===== src/rtl/sfifo_pkt_mem.sv =====
// Single-write, asynchronous-read storage array for the packet FIFO.
// Each entry holds a data word plus its end-of-packet flag.
module sfifo_pkt_mem #(
  parameter int DW = 9,
  parameter int AW = 4
) (
  input  logic          i_clk,
  input  logic          i_we,
  input  logic [AW-1:0] i_waddr,
  input  logic [DW-1:0] i_wdata,
  input  logic [AW-1:0] i_raddr,
  output logic [DW-1:0] o_rdata
);

  logic [DW-1:0] r_mem [0:(1<<AW)-1];

  always_ff @(posedge i_clk) begin
    if (i_we)
      r_mem[i_waddr] <= i_wdata;
  end

  assign o_rdata = r_mem[i_raddr];

endmodule


===== src/rtl/sfifo_pkt.sv =====
// Synchronous packet FIFO with speculative write and commit/rollback.
// The reader only ever sees words of packets that were committed with i_wr_last.
module sfifo_pkt #(
  parameter int BW     = 8,
  parameter int LGFLEN = 4,
  parameter int LGPKT  = LGFLEN
) (
  input  logic              i_clk,
  input  logic              i_reset,
  input  logic              i_wr,
  input  logic [BW-1:0]     i_data,
  input  logic              i_wr_last,
  input  logic              i_wr_abort,
  output logic              o_full,
  output logic [LGFLEN:0]   o_fill,
  output logic              o_overflow,
  input  logic              i_rd,
  output logic [BW-1:0]     o_data,
  output logic              o_last,
  output logic              o_empty,
  output logic [LGFLEN:0]   o_avail,
  output logic [LGPKT-1:0]  o_npkts
);

  localparam int FLEN = 1 << LGFLEN;
  localparam logic [LGFLEN:0] FLEN_V = (LGFLEN+1)'(FLEN);

  logic [LGFLEN:0]  r_wr_addr, r_wr_commit, r_rd_addr;
  logic [LGFLEN:0]  r_fill, r_avail;
  logic [LGPKT-1:0] r_npkts;
  logic             r_full, r_empty, r_overflow;

  logic             w_wr, w_rd, w_abort, w_commit, w_rd_last;
  logic [BW:0]      w_mem_rdata;
  logic [LGFLEN:0]  w_wr_addr_nxt, w_commit_nxt, w_rd_addr_nxt;
  logic [LGFLEN:0]  w_fill_nxt, w_avail_nxt;
  logic [LGPKT-1:0] w_npkts_nxt;

  // Full and overflow are the registered values, so a write blocked in the
  // same cycle as a freeing read still counts as an overflow.
  assign w_wr      = i_wr && !r_full && !r_overflow && !i_wr_abort;
  assign w_abort   = i_wr_abort || (r_overflow && i_wr && i_wr_last);
  assign w_commit  = w_wr && i_wr_last;
  assign w_rd      = i_rd && !r_empty;
  assign w_rd_last = w_rd && w_mem_rdata[BW];

  sfifo_pkt_mem #(
    .DW (BW+1),
    .AW (LGFLEN)
  ) u_mem (
    .i_clk   (i_clk),
    .i_we    (w_wr),
    .i_waddr (r_wr_addr[LGFLEN-1:0]),
    .i_wdata ({i_wr_last, i_data}),
    .i_raddr (r_rd_addr[LGFLEN-1:0]),
    .o_rdata (w_mem_rdata)
  );

  always_comb begin
    w_wr_addr_nxt = r_wr_addr;
    w_commit_nxt  = r_wr_commit;
    w_rd_addr_nxt = r_rd_addr;
    w_npkts_nxt   = r_npkts;
    if (w_abort)
      w_wr_addr_nxt = r_wr_commit;
    else if (w_wr)
      w_wr_addr_nxt = r_wr_addr + 1'b1;
    if (w_commit)
      w_commit_nxt = r_wr_addr + 1'b1;
    if (w_rd)
      w_rd_addr_nxt = r_rd_addr + 1'b1;
    // A commit and a last-word read in the same cycle cancel out.
    case ({w_commit, w_rd_last})
      2'b10:   w_npkts_nxt = r_npkts + 1'b1;
      2'b01:   w_npkts_nxt = r_npkts - 1'b1;
      default: w_npkts_nxt = r_npkts;
    endcase
    w_fill_nxt  = w_wr_addr_nxt - w_rd_addr_nxt;
    w_avail_nxt = w_commit_nxt - w_rd_addr_nxt;
  end

  always_ff @(posedge i_clk) begin
    if (i_reset) begin
      r_wr_addr   <= '0;
      r_wr_commit <= '0;
      r_rd_addr   <= '0;
      r_fill      <= '0;
      r_avail     <= '0;
      r_npkts     <= '0;
      r_full      <= 1'b0;
      r_empty     <= 1'b1;
      r_overflow  <= 1'b0;
    end else begin
      r_wr_addr   <= w_wr_addr_nxt;
      r_wr_commit <= w_commit_nxt;
      r_rd_addr   <= w_rd_addr_nxt;
      r_fill      <= w_fill_nxt;
      r_avail     <= w_avail_nxt;
      r_npkts     <= w_npkts_nxt;
      r_full      <= (w_fill_nxt == FLEN_V);
      r_empty     <= (w_avail_nxt == '0);
      if (w_abort)
        r_overflow <= 1'b0;
      else if (i_wr && r_full)
        r_overflow <= 1'b1;
    end
  end

  assign o_full     = r_full;
  assign o_fill     = r_fill;
  assign o_overflow = r_overflow;
  assign o_empty    = r_empty;
  assign o_avail    = r_avail;
  assign o_npkts    = r_npkts;
  assign o_data     = w_mem_rdata[BW-1:0];
  assign o_last     = w_mem_rdata[BW];

endmodule


===== config.mk =====
export PLATFORM = sky130hd
export DESIGN_NAME = sfifo_pkt
export DESIGN_NICKNAME = d
export VERILOG_FILES = /design/src/rtl/sfifo_pkt_mem.sv /design/src/rtl/sfifo_pkt.sv
export SDC_FILE = /design/constraint.sdc
export NUM_CORES = 1
export LEC_CHECK = 0
export CELL_PAD_IN_SITES_DETAIL_PLACEMENT = 0
export CELL_PAD_IN_SITES_GLOBAL_PLACEMENT = 1
export CORE_MARGIN = 8
export CORE_UTILIZATION = 55
export CTS_CLUSTER_SIZE = 12
export DETAILED_ROUTE_END_ITERATION = 10
export GPL_TIMING_DRIVEN = 0
export HOLD_SLACK_MARGIN = 0.03
export PLACE_DENSITY_LB_ADDON = 0.1
export SLEW_MARGIN = 20
export SYNTH_ARGS = -nofsm -noshare
export SYNTH_HDL_FRONTEND = slang
export SYNTH_HIERARCHICAL = 1
export SYNTH_SLANG_ARGS = --single-unit

===== constraint.sdc =====
create_clock -name i_clk -period 5.37 [get_ports i_clk]
set_input_delay 0.537 -clock i_clk [delete_from_list [all_inputs] [get_ports i_clk]]
set_output_delay 0.537 -clock i_clk [all_outputs]
set_load 0.01 [all_outputs]

==> impl_metrics.py <==
metrics = {
    "outcome": {
        "status": "completed",
    },
    "synth": {
        "syn_area_per_cell_um2": 17.1,
        "syn-cell-area_um2": 7220,
        "ys_types": 49,
        "ys_seq_area_share_pct": 68.8,
        "synth_seq_cells": 176,
        "yosys_most_used_dff": "edfxtp_1",
        "synth.top_cell.area_share_pct": 59.9,
        "ys_async_sr_fraction_pct": 0,
        "yosysWarnings": 6,
        "netlist_instances": 422,
        "ys_top_cells_by_count": "edfxtp_1 (144), nor2_1 (39), dfxtp_1 (32)",
        "yosys.cell_count.top_type": "edfxtp_1",
        "synthTopCellsByArea": "edfxtp_1 (60%), dfxtp_1 (8.9%), mux4_2 (6.6%), mux4_1 (5.5%), ha_1 (2.1%)",
        "synth_edf_count": 144,
        "synth_area_leader_cell": "edfxtp_1",
        "synthesis.nets": 451,
    },
    "die": {
        "row_count": 42,
        "boundaryPins": 40,
        "coreArea_um2": 13000,
        "dieWidth_um": 131,
        "die_h_um": 131,
        "dieArea_um2": 17000,
        "start_util_pct": 55.4,
    },
    "power": {
        "power_frac_comb_pct": 14.4,
        "seqPwrFrac_pct": 47.6,
        "intPower_w": 0.00248,
        "swShare_pct": 23.0,
        "p_switching_w": 0.000742,
        "p_leak_nw": 2.89,
        "peakVddDrop_mv": 0.231,
        "power_frac_clock_pct": 38.0,
        "power.density_nw_per_um2": 381,
    },
    "timing": {
        "holdWs_ns": 0.483,
        "fin_setup_tns_ns": 0,
        "finalHoldViolations": 0,
        "finClkSkew_ns": 0.00552,
        "tightest_slew_ns": 1.08,
        "rsz0062_at_grt": "false",
        "fmax_mhz": 285,
        "fin_crit_ns": 3.51,
        "finalSetupViolations": 0,
        "slew-limit-headroom_pct": 28.0,
        "timing.final.max_slew_violations": 0,
        "fin_crit_sh_pct": 65.3,
    },
    "clock_tree": {
        "clock-sinks": 176,
        "cts_resized": 0,
        "clk_latency_ns": 0.42,
        "cts_setup_buffers": 0,
        "root_buffer": "clkbuf_16",
        "cts_buffers": 17,
        "cts_tree": "built",
        "clock_path_buffers": 2,
        "hold_buffers": 0,
        "cts_htree_levels": 4,
        "path_clk_slew_ns": 0.06,
    },
    "global_route": {
        "antenna_found_initial": 0,
        "grtUsageTotal_pct": 18.7,
        "grt_pass1_vias": 3887,
        "grt-ovfl-total": 0,
        "grt_pass1_wl_mm": 22.4,
        "grt_max_degree": 20,
    },
    "worst_setup_path": {
        "reg2reg_depth": 13,
        "r2r_end": "o_npkts[3]",
        "worstSetupEndpointType": "register",
        "cp_data_arrival_time_ns": 3.80,
        "r2r_slack_ns": 1.86,
        "criticalPathCategory": "register to register",
        "critPathMaxFanout": 10,
        "reg2reg_from": "r_rd_addr[0]",
        "worstPathRequired_ns": 5.66,
        "start_kind": "register",
    },
    "min_path": {
        "hold_end": "o_npkts[2]",
        "hold_path.startpoint": "o_npkts[2]",
        "hold_class": "register to register",
        "hold_depth": 2,
    },
    "drt": {
        "ant_nets": 0,
        "vias": 3875,
        "wl_per_cell_um": 21.8,
        "drc": 0,
        "vias_per_cell": 5.77,
        "postRouteWirelength_mm": 14.6,
        "drt-initial-drc-count": 364,
        "first_pass_iters": 5,
    },
    "cells_and_area": {
        "drive_above_1_share_pct": 14.7,
        "fin_area_um2": 8460,
        "syn_to_final_growth_pct": 17.2,
        "final_nets": 512,
        "layout.cells.non_filler": 672,
        "antenna_cells": 0,
    },
    "place": {
        "dp_hpwl_mm": 9.75,
        "dp_cells": 640,
        "gp_congestion": 0.785,
        "placed_area_um2": 7870,
        "io_buffers": 39,
    },
    "flow_run": {
        "drv_cap": 0,
    },
}
[power groups by stage]
stage / logic, W / registers, W / clock network (W)
2_1_floorplan: 0.000279 / 0.00157 / 0
3_3_place_gp: 0.000464 / 0.00156 / 0
3_5_place_dp: 0.000468 / 0.00157 / 0
4_1_cts: 0.000471 / 0.00154 / 0.00125
5_1_grt: 0.000504 / 0.00154 / 0.00130
6_report: 0.000464 / 0.00154 / 0.00123
[cell families (layout without fill, tap and decap cells)]
kind of cell / count (synthesis) / after routing / share of synthesized area [%]
flip-flops: 176 / 176 / 68.8
AO/OA/AOI/OAI: 47 / 47 / 4.56
XOR/XNOR: 19 / 19 / 2.50
AND/OR/NAND/NOR: 99 / 99 / 6.38
adder cells (fa/ha/maj): 15 / 15 / 2.91
buffers and inverters: 26 / 100 / 2.27
multiplexers: 40 / 40 / 12.6
[layout make-up]
type	instances	area, um2
multi-input combinational	220	2110
clock inverter	14	161
inverter	9	33.8
sequential	176	4960
fill	1004	4570
clock buffer	18	429
timing repair buffer	42	413
buffer	17	130
tap	176	220
[registers in the layout, indices dropped and copies added, names as in the netlist]
register,cells
r_wr_commit,5
o_overflow,1
u_mem/r_mem,144
r_rd_addr,5
o_avail,5
o_fill,5
o_empty,1
r_wr_addr,5
o_full,1
o_npkts,4
[worst max-delay path, cell delays in order, from the launching register on]
cell     delay [ns]
dfxtp_1        0.50
buf_6          0.22
buf_6          0.21
mux4_2         0.52
a22oi_1        0.36
nand2_1        0.19
nand3_1        0.21
inv_1          0.09
ha_1           0.28
a21o_1         0.18
a21oi_1        0.16
mux2i_1        0.24
xnor2_1        0.16
nor2_1         0.05
[placed cells by master, fill, tap and decap left out, drive strengths merged, types with 7 or more instances in the layout]
cell type,synthesis,routed
a22oi,18,18
edfxtp,144,144
clkdlybuf4s50,0,39
clkbuf,8,26
mux4,36,36
buf,8,11
dfxtp,32,32
ha,12,12
nor2b,9,9
xor2,8,8
nand2,21,21
xnor2,10,10
a21oi,9,9
nand3,7,7
inv,9,12
nor2,39,39
nor3,9,9
[per-stage QoR]
stage	worst slack (ns)	util, %	total power [W]
floorplan	2.48	-	0.00185
global placement	1.45	60.1	0.00203
detailed placement	1.40	60.4	0.00203
CTS	1.84	64.9	0.00326
global route	1.55	64.9	0.00335
finish	1.86	64.9	0.00323
[routing by layer]
metal	track usage [%]	share of wire (%)	vias up
li1	-	-	1780
met1	26.3	44	1957
met2	27.9	47	123
met3	4.26	7.5	15
met4	7.36	1.2	0
met5	0	0	-
[worst max path at each step]
stage	startpoint	to	slack, ns	cells past startpoint
final	r_rd_addr[0]	o_npkts[3]	1.86	13
after global routing	i_wr_last	o_empty	1.55	13
after global placement	i_wr_last	o_empty	1.45	13
after CTS	i_wr_last	o_empty	1.84	13
after floorplan	r_rd_addr[0]	o_npkts[3]	2.48	13
after detailed placement	i_wr_last	o_empty	1.40	13
No activity file was read; power rests on OpenSTA's default activity.
